`src/rtl/trap_sequencer_if.sv`:
```
// trap_sequencer_if
//   Bundles every non-clock, non-reset signal of the trap sequencer.
//   master : EX stage / CSR array side (drives the event and CSR inputs,
//            receives the flush, redirect and CSR write strobes)
//   slave  : the trap sequencer itself
//   Inputs to the sequencer : stall, ex_valid, cmd_ecall_ex, cmd_mret_ex, pc_ex,
//                             irq_ext, mstatus_mie, csr_mtvec_ex, csr_mepc_ex
//   Outputs of the sequencer: trap_flush, trap_busy, jmp_valid, jmp_adr,
//                             mepc_we, mepc_wdata, mcause_we, mcause_wdata,
//                             mstatus_trap, mstatus_mret
interface trap_sequencer_if;
   logic        stall;
   logic        ex_valid;
   logic        cmd_ecall_ex;
   logic        cmd_mret_ex;
   logic [29:0] pc_ex;
   logic        irq_ext;
   logic        mstatus_mie;
   logic [29:0] csr_mtvec_ex;
   logic [29:0] csr_mepc_ex;
   logic        trap_flush;
   logic        trap_busy;
   logic        jmp_valid;
   logic [29:0] jmp_adr;
   logic        mepc_we;
   logic [29:0] mepc_wdata;
   logic        mcause_we;
   logic [31:0] mcause_wdata;
   logic        mstatus_trap;
   logic        mstatus_mret;

   modport master (
      output stall, ex_valid, cmd_ecall_ex, cmd_mret_ex, pc_ex,
             irq_ext, mstatus_mie, csr_mtvec_ex, csr_mepc_ex,
      input  trap_flush, trap_busy, jmp_valid, jmp_adr,
             mepc_we, mepc_wdata, mcause_we, mcause_wdata,
             mstatus_trap, mstatus_mret
   );

   modport slave (
      input  stall, ex_valid, cmd_ecall_ex, cmd_mret_ex, pc_ex,
             irq_ext, mstatus_mie, csr_mtvec_ex, csr_mepc_ex,
      output trap_flush, trap_busy, jmp_valid, jmp_adr,
             mepc_we, mepc_wdata, mcause_we, mcause_wdata,
             mstatus_trap, mstatus_mret
   );
endinterface

```
`src/rtl/trap_sequencer.sv`:
```
// trap_sequencer
//   Machine-mode trap/return sequencer between EX and the CSR array.
//   Accepts an external interrupt (if MIE), ECALL or MRET from EX, flushes
//   the pipeline for two cycles, then in one cycle issues the fetch redirect
//   (mtvec for traps, mepc for MRET) together with the CSR update strobes.
//   Ports:
//     clk   : clock
//     rst_n : asynchronous active-low reset
//     bus   : trap_sequencer_if.slave (event inputs, CSR values, flush,
//             redirect and CSR write strobes)
module trap_sequencer #(
   parameter logic [31:0] MCAUSE_ECALL = 32'h0000_000B,
   parameter logic [31:0] MCAUSE_MEXT  = 32'h8000_000B
) (
   input logic             clk,
   input logic             rst_n,
   trap_sequencer_if.slave bus
);

   typedef enum logic [1:0] {ST_IDLE, ST_FLUSH, ST_REDIR} state_t;
   typedef enum logic [1:0] {KIND_IRQ, KIND_ECALL, KIND_MRET} kind_t;

   state_t      state_reg, state_next;
   kind_t       kind_reg, kind_next;
   logic [29:0] epc_reg;
   logic [31:0] cause_reg, cause_next;

   logic irq_pend;
   logic event_any;
   logic accept;

   assign irq_pend  = bus.irq_ext & bus.mstatus_mie;
   assign event_any = irq_pend | bus.cmd_ecall_ex | bus.cmd_mret_ex;
   // rst_n gates the combinational flush so every output is 0 while in reset.
   assign accept    = rst_n & (state_reg == ST_IDLE) & ~bus.stall
                      & bus.ex_valid & event_any;

   // Interrupt beats ECALL beats MRET.
   always_comb begin
      kind_next  = KIND_MRET;
      cause_next = 32'h0;
      if (irq_pend) begin
         kind_next  = KIND_IRQ;
         cause_next = MCAUSE_MEXT;
      end else if (bus.cmd_ecall_ex) begin
         kind_next  = KIND_ECALL;
         cause_next = MCAUSE_ECALL;
      end
   end

   always_ff @(posedge clk or negedge rst_n) begin
      if (!rst_n) begin
         state_reg <= ST_IDLE;
         kind_reg  <= KIND_IRQ;
         epc_reg   <= 30'h0;
         cause_reg <= 32'h0;
      end else begin
         state_reg <= state_next;
         // Captured fields only change on accept, so they hold through REDIR stalls.
         if (accept) begin
            kind_reg  <= kind_next;
            epc_reg   <= bus.pc_ex;
            cause_reg <= cause_next;
         end
      end
   end

   always_comb begin
      state_next       = state_reg;
      bus.trap_flush   = 1'b0;
      bus.trap_busy    = 1'b0;
      bus.jmp_valid    = 1'b0;
      bus.jmp_adr      = 30'h0;
      bus.mepc_we      = 1'b0;
      bus.mepc_wdata   = 30'h0;
      bus.mcause_we    = 1'b0;
      bus.mcause_wdata = 32'h0;
      bus.mstatus_trap = 1'b0;
      bus.mstatus_mret = 1'b0;
      case (state_reg)
         ST_IDLE: begin
            // Flush in the accept cycle itself so the EX instruction commits nothing.
            if (accept) begin
               bus.trap_flush = 1'b1;
               state_next     = ST_FLUSH;
            end
         end
         ST_FLUSH: begin
            bus.trap_flush = 1'b1;
            bus.trap_busy  = 1'b1;
            state_next     = ST_REDIR;
         end
         ST_REDIR: begin
            bus.trap_busy = 1'b1;
            if (!bus.stall) begin
               bus.jmp_valid = 1'b1;
               state_next    = ST_IDLE;
               if (kind_reg == KIND_MRET) begin
                  bus.jmp_adr      = bus.csr_mepc_ex;
                  bus.mstatus_mret = 1'b1;
               end else begin
                  bus.jmp_adr      = bus.csr_mtvec_ex;
                  bus.mepc_we      = 1'b1;
                  bus.mepc_wdata   = epc_reg;
                  bus.mcause_we    = 1'b1;
                  bus.mcause_wdata = cause_reg;
                  bus.mstatus_trap = 1'b1;
               end
            end
         end
         default: state_next = ST_IDLE;
      endcase
   end

endmodule

```
`src/flat_wrapper.sv`:
```
// flat-port wrapper written by rule: the top's interface ports become plain ports
module trap_sequencer_flat 
#(
   parameter logic [31:0] MCAUSE_ECALL = 32'h0000_000B,
   parameter logic [31:0] MCAUSE_MEXT  = 32'h8000_000B
)
  (clk, rst_n, bus_stall, bus_ex_valid, bus_cmd_ecall_ex, bus_cmd_mret_ex, bus_pc_ex, bus_irq_ext, bus_mstatus_mie, bus_csr_mtvec_ex, bus_csr_mepc_ex, bus_trap_flush, bus_trap_busy, bus_jmp_valid, bus_jmp_adr, bus_mepc_we, bus_mepc_wdata, bus_mcause_we, bus_mcause_wdata, bus_mstatus_trap, bus_mstatus_mret);
  trap_sequencer_if bus_i ();
  input logic clk;
  input logic rst_n;
  input wire logic [$bits(bus_i.stall)-1:0] bus_stall;
  input wire logic [$bits(bus_i.ex_valid)-1:0] bus_ex_valid;
  input wire logic [$bits(bus_i.cmd_ecall_ex)-1:0] bus_cmd_ecall_ex;
  input wire logic [$bits(bus_i.cmd_mret_ex)-1:0] bus_cmd_mret_ex;
  input wire logic [$bits(bus_i.pc_ex)-1:0] bus_pc_ex;
  input wire logic [$bits(bus_i.irq_ext)-1:0] bus_irq_ext;
  input wire logic [$bits(bus_i.mstatus_mie)-1:0] bus_mstatus_mie;
  input wire logic [$bits(bus_i.csr_mtvec_ex)-1:0] bus_csr_mtvec_ex;
  input wire logic [$bits(bus_i.csr_mepc_ex)-1:0] bus_csr_mepc_ex;
  output wire logic [$bits(bus_i.trap_flush)-1:0] bus_trap_flush;
  output wire logic [$bits(bus_i.trap_busy)-1:0] bus_trap_busy;
  output wire logic [$bits(bus_i.jmp_valid)-1:0] bus_jmp_valid;
  output wire logic [$bits(bus_i.jmp_adr)-1:0] bus_jmp_adr;
  output wire logic [$bits(bus_i.mepc_we)-1:0] bus_mepc_we;
  output wire logic [$bits(bus_i.mepc_wdata)-1:0] bus_mepc_wdata;
  output wire logic [$bits(bus_i.mcause_we)-1:0] bus_mcause_we;
  output wire logic [$bits(bus_i.mcause_wdata)-1:0] bus_mcause_wdata;
  output wire logic [$bits(bus_i.mstatus_trap)-1:0] bus_mstatus_trap;
  output wire logic [$bits(bus_i.mstatus_mret)-1:0] bus_mstatus_mret;
  assign bus_i.stall = bus_stall;
  assign bus_i.ex_valid = bus_ex_valid;
  assign bus_i.cmd_ecall_ex = bus_cmd_ecall_ex;
  assign bus_i.cmd_mret_ex = bus_cmd_mret_ex;
  assign bus_i.pc_ex = bus_pc_ex;
  assign bus_i.irq_ext = bus_irq_ext;
  assign bus_i.mstatus_mie = bus_mstatus_mie;
  assign bus_i.csr_mtvec_ex = bus_csr_mtvec_ex;
  assign bus_i.csr_mepc_ex = bus_csr_mepc_ex;
  assign bus_trap_flush = bus_i.trap_flush;
  assign bus_trap_busy = bus_i.trap_busy;
  assign bus_jmp_valid = bus_i.jmp_valid;
  assign bus_jmp_adr = bus_i.jmp_adr;
  assign bus_mepc_we = bus_i.mepc_we;
  assign bus_mepc_wdata = bus_i.mepc_wdata;
  assign bus_mcause_we = bus_i.mcause_we;
  assign bus_mcause_wdata = bus_i.mcause_wdata;
  assign bus_mstatus_trap = bus_i.mstatus_trap;
  assign bus_mstatus_mret = bus_i.mstatus_mret;
  trap_sequencer #(.MCAUSE_ECALL(MCAUSE_ECALL), .MCAUSE_MEXT(MCAUSE_MEXT)) u_core (.clk(clk), .rst_n(rst_n), .bus(bus_i));
endmodule
```
`config.mk`:
```
export PLATFORM = sky130hd
export DESIGN_NAME = trap_sequencer_flat
export DESIGN_NICKNAME = d
export VERILOG_FILES = /design/src/rtl/trap_sequencer_if.sv /design/src/rtl/trap_sequencer.sv /design/src/flat_wrapper.sv
export SDC_FILE = /design/constraint.sdc
export NUM_CORES = 1
export LEC_CHECK = 0
export ABC_AREA = 0
export BUFFER_PORTS_ARGS = -buffer_cell sky130_fd_sc_hd__clkbuf_2
export CORE_MARGIN = 2
export CORE_UTILIZATION = 39
export CTS_CLUSTER_DIAMETER = 60
export DETAILED_ROUTE_END_ITERATION = 10
export HOLD_SLACK_MARGIN = 0.08
export PLACE_DENSITY_LB_ADDON = 0.1
export SETUP_SLACK_MARGIN = 0.05
export SYNTH_ARGS = -nofsm -noshare
export SYNTH_HDL_FRONTEND = slang
export SYNTH_SLANG_ARGS = --single-unit
export TNS_END_PERCENT = 50
```
`constraint.sdc`:
```
create_clock -name clk -period 2.65 [get_ports clk]
set_clock_uncertainty 0.2 [all_clocks]
set_input_delay 0.53 -clock clk [delete_from_list [all_inputs] [get_ports clk]]
set_output_delay 0.53 -clock clk [all_outputs]
set_load 0.005 [all_outputs]
```
==> metrics, run 1 <==
count leader, synth dfrtp_1; CTS sink cnt 36; HP Class primary input to flip-flop; CP max stage delay 550 ps; Leak Pwr around 1.9 nW; Slowest-stage cell, CP dlygate4sd3_1; Max Slew Vio Count 0; Post-synth top cells dfrtp_1, buf_4, and2_1; DIE HEIGHT ~83 um; clk slew on worst S/H paths roughly 70 ps; synthesized flop and latch total 36; CTS tree done; crit path max fanout 5; startpoint type of the worst setup path primary input; fmax approximately 400 MHz; Tot GR Track Use 18.8%; DRC 0; final period utilization between 90% and 100%; share of cells above drive strength 1 approximately 60%; Vias between 2000 and 2500; initial antenna violation count 0; number of flip-flops in the largest register 30; register area share after synthesis a little under two fifths; power density over the cells 720 nW/um^2; crit-path cells dlygate4sd3_1, clkbuf_2, nand4b_4, nor2_4, or2_2, clkbuf_2; CP top delay family buffers and inverters; Clock Tree Buf Depth 2; Avg WL per Cell between 10 and 15 um; Async SR Flop Fraction 100%; Ys Warns 0; RSZ-0062 raised after global routing yes; WP buf/inv 3; most frequent CP cell clkbuf_2; pin count of the biggest net entering global routing 32; CP Data Arrival Time 1800 ps; site row count 28; Post-Route Setup TNS 0 ps; core area approximately 6000 sq um; design area around 3400 sq um; vias in the first global route ~1800; Total Power 2.43 mW; Cell Area, Placed between 3000 and 4000 sq um; routability-driven placement congestion ratio between 0.8 and 0.9; share of the synthesized area in the top cell type 37.4%; Initial DRC Count 68; clk_lat worst skew between 200 and 300 ps; grt ovf 0; Avg Cell Area, Syn 11.6 sq um; nets@finish 477; drt pass-1 iters 4; Area Growth Syn to Fin 40.1%; Die ar. 6820 sq um; Routed Antenna Nets 0; Mapped Area ~2400 sq um; Peak VDD IR between 0.0003 and 0.0004 V; Diodes inserted 0; Fin. Hold Viols 0; first-pass GRT wire length around 9500 um; ranking of synthesized cells by area dfrtp_1, mux2_4, a22o_1; relative slew slack between 60% and 70%; Post-Syn Instances between 200 and 250; Hold Slack roughly 280 ps; Final min period 2530 ps; CP endpoint kind primary output; max cap viols 0; number of vias per cell around 4.5; status finished, final reports clean; Ports approximately 200; final setup fails 0; DP Wirelength ~5000 um; initial core utilization between 40% and 50%; slew at the pin closest to its max-slew limit ~550 ps; Netlist cell types 25; CP Class primary input to primary output; CTS H-tree lvls 2; CTS root buf clkbuf_8; area leader, netlist dfrtp_1; final wirelength ~6600 um; CTS Buf Count 5; Main synth FF type dfrtp_1; number of synthesized flops with an enable pin 0; Chip Width just over 80 um; Port Buf Inserts ~170; Required @ worst endpoint 1920 ps
## final cells by class
type / count / area, sq um
clock inverters: 1 / 5.00
repair buffers: 179 / 1000
multi-input cells: 151 / 1290
well taps: 75 / 93.8
inverters: 2 / 7.51
clock buffers: 6 / 72.6
flip-flops and latches: 36 / 901
fillers: 543 / 2580
## layout by cell type (no fill, tap or decap), drive strengths merged, types with 3 or more instances in the layout
cell type and instances:
a21oi 3, a22o 30, and2 33, buf 9
clkbuf 175, conb 28, dfrtp 36, ha 4
mux2 32, nand2 4, nor2 3, nor2b 3
o21ai 3
## worst register-to-register path, delay by kind of cell, from the launching register on
family	cells	cell delay [ps]
mux	1	400
simple gates	2	290
buf+inv	2	590
fa+ha+maj	1	240
flops	1	420
## final timing paths
kind | from | endpoint | slack (ps) | cells past startpoint
max in group asynchronous | rst_n | u_core.epc_reg[0] | 1070 | 4
min in group asynchronous | rst_n | u_core.kind_reg[0] | 640 | 3
max reg2reg | u_core.state_reg[1] | u_core.epc_reg[25] | 400 | 6
max | rst_n | bus_trap_flush | 120 | 6
min | bus_pc_ex[24] | u_core.epc_reg[24] | 280 | 2
min reg2reg | u_core.cause_reg[3] | u_core.cause_reg[3] | 290 | 1
## power breakdown
group          total, mW  switching, mW  internal [mW]
Clock              0.355          0.176          0.178
Combinational       1.12          0.418          0.702
Sequential         0.954          0.134          0.820
Total               2.43          0.729           1.70
## cells by family after synthesis
kind of cell,Yosys count,share of synthesized area (%)
flip-flops,36,37.4
adder cells (fa/ha/maj),4,2.08
AO/OA/AOI/OAI,40,13.9
AND/OR/NAND/NOR,47,12.6
other,1,0.156
multiplexers,32,19.5
buffers and inverters,48,14.3
## per-stage QoR
step	instances	util [%]	setup slack, ps
floorplan	235	-	319
global placement	438	53.5	320
detailed placement	438	53.5	265
CTS	447	55.6	-1.01
global route	450	56.6	37.7
finish	450	56.6	117
## routing by layer
layer	wire, um	part of all wire, %	global-route usage (%)	vias to the layer above
li1	-	-	-	1001
met1	2820	43	25.3	941
met2	3190	48	30.7	100
met3	572	8.6	4.13	4
met4	40	0.60	4.43	0
met5	0	0	0	-
## what timing repair did
action,4_1_cts,5_1_grt
buffers inserted,0,2
endpoints found under the setup margin,30,67
endpoints found under the hold margin,14,0
hold buffers,1,0
pin swaps,0,0
gates resized for setup,3,7
cloned,1,1
Power figures use the tool's default switching activity.
==> inputs of run 2 (changes only) <==
- clock period: 2.65 -> 2.85 ns (I/O delays scaled with it)
==> metrics, run 2 (synthesis gave the netlist of run 1 again) <==
site row count 28 (unchanged); Tot GR Track Use 17.9% (-0.85 points); DIE HEIGHT 82.6 um (unchanged); startpoint type of the worst setup path flip-flop; Reg power frac 39.8% (+0.5 points); final period utilization a little over nine tenths; dpl ws 241 ps (-24.4 ps); grt ovf 0 (unchanged); slew at the pin closest to its max-slew limit 539 ps (-11.3 ps); max cap viols 0 (unchanged); CP endpoint kind primary output; R2R cell count 6 (unchanged); CTS H-tree lvls 2 (unchanged); Routed Antenna Nets 0 (unchanged); Area Growth Syn to Fin 36.3%; initial antenna violation count 0 (unchanged); Cell Area, Placed 3170 sq um (-0.55%); Fin. Hold Viols 0 (unchanged); fillcell total 559 (+2.9%); initial core utilization 40.4% (unchanged); Max Slew Vio Count 0 (unchanged); number of vias per cell 4.52 (-0.68%); power share of the clock group 16.5% (+1.9 points); CTS tree done; CP Class flip-flop to primary output; routability-driven placement congestion ratio 0.789 (-10%); number of flip-flops in the largest register 30 (unchanged); Crit Reg-Reg Startpoint u_core.state_reg[1]; Clock Tree Buf Depth 2 (unchanged); fmax ~370 MHz; CTS sink cnt 36 (unchanged); nets@finish 474 (-0.63%); Int Power 1.56 mW (-8.2%); HP Class primary input to async pin; final setup fails 0 (unchanged); Chip Width 82.6 um (unchanged); P_sw 0.670 mW (-8.1%); drt pass-1 iters 4 (unchanged); Port Buf Inserts 168 (unchanged); Die ar. 6820 sq um (unchanged); final wirelength 6360 um (-4.1%); worst setup margin 173 ps (+56.2 ps); CTS Buf Count 5 (unchanged); Diodes inserted 0 (unchanged); Total Power 2.23 mW (-8.2%); fin util 55.1% (-1.6 points); RSZ-0062 raised after global routing yes; power density over the cells 680 nW/um^2 (-5.6%); Required @ worst endpoint 2080 ps (+160 ps); Reg area 901 sq um (unchanged); Avg WL per Cell 14.2 um (-3.6%); Sw Ratio 30.0% (+0.039 points); reg2reg setup slack 650 ps (+250 ps); crit path max fanout 10 (+5); Final min period 2680 ps; Peak VDD IR 0.000376 V (-3.3%); Initial DRC Count 61 (-10%); first-pass GRT wire length 9080 um (-4.1%); Multi-input gate area 1270 sq um (-1.5%); clk slew on worst S/H paths 70 ps (about the same); design area 3280 sq um (-2.7%); Finished Layout Cells 448 (-0.44%); Hold Slack 230 ps (-48.3 ps); Leak Pwr 1.88 nW (-1.2%); Post-Route Setup TNS 0 ps (unchanged); Ports 197 (unchanged); Vias 2023 (-1.1%); CP Data Arrival Time 1910 ps (+110 ps); Cells after DPL 439 (+0.23%); reg2reg end u_core.epc_reg[25]; share of cells above drive strength 1 59.5% (-0.48 points); DP Wirelength 5040 um (+0.47%); vias in the first global route 1784 (-3.4%); core area 5960 sq um (unchanged); commonest non-fill, non-tap cell in the layout clkbuf_2; relative slew slack 64.1% (+0.75 points); pin count of the biggest net entering global routing 38 (+19%); most frequent cells in the layout clkbuf_2, dfrtp_1, and2_1; clk_lat worst skew 280 ps (about the same); CTS root buf clkbuf_8; Comb pwr share 43.7% (-2.4 points); DRC 0 (unchanged); status finished, final reports clean
run 2: changes by cell type in the layout (fill, tap and decap cells not counted), sizes merged:
cell,before,now
buf,9,8
clkbuf,175,174
clkinv,1,2
dlygate4sd3,1,0
run 2: area by class of cell:
cell class | count | share of cell area, %
clock inverter | 2 | 0.305
multi-input combinational | 151 | 38.8
clock buffer | 6 | 2.52
inverter | 2 | 0.229
tap | 75 | 2.86
sequential | 36 | 27.5
timing repair buffer | 176 | 27.8
run 2: layer usage:
layer	up-vias	global-route usage (%)	share of wire (%)
li1	990	-	-
met4	0	5.08	1.0
met3	6	4.89	7.7
met1	934	24.3	45
met2	93	28.1	46
met5	-	0	0
run 2: worst max path at each step:
stage / from / end / slack (ps) / depth (start not counted)
2_1_floorplan: u_core.state_reg[0] / bus_mcause_wdata[1] / 480 / 8
3_3_place_gp: bus_stall / bus_jmp_adr[27] / 250 / 6
3_5_place_dp: bus_stall / bus_jmp_adr[27] / 240 / 6
4_1_cts: u_core.state_reg[0] / bus_jmp_adr[27] / 120 / 7
5_1_grt: u_core.state_reg[0] / bus_jmp_adr[0] / 30 / 7
6_report: u_core.state_reg[0] / bus_jmp_adr[5] / 170 / 7
run 2: what timing repair did:
action | CTS | global route
endpoints found under the setup margin | 47 | 52
resized for setup | 0 | 4
pin swaps | 0 | 0
hold endpoints to repair | 0 | 0
setup buffers | 1 | 0
hold buffers | 0 | 0
run 2: power by group through the flow:
stage | sequential [mW] | combinational (mW) | clock [mW]
after floorplan | 0.851 | 0.701 | 0
after global placement | 0.884 | 0.955 | 0
after detailed placement | 0.891 | 0.967 | 0
after CTS | 0.889 | 0.978 | 0.385
after global routing | 0.921 | 1.07 | 0.411
final | 0.887 | 0.974 | 0.369
run 2: worst max-delay path, stage by stage, from the launching register on:
cell and delay [ps]:
dfrtp_1 390, inv_1 110, ha_1 170, nor2b_2 160, nor2b_4 260, buf_4 210
a22o_1 200, clkbuf_2 130
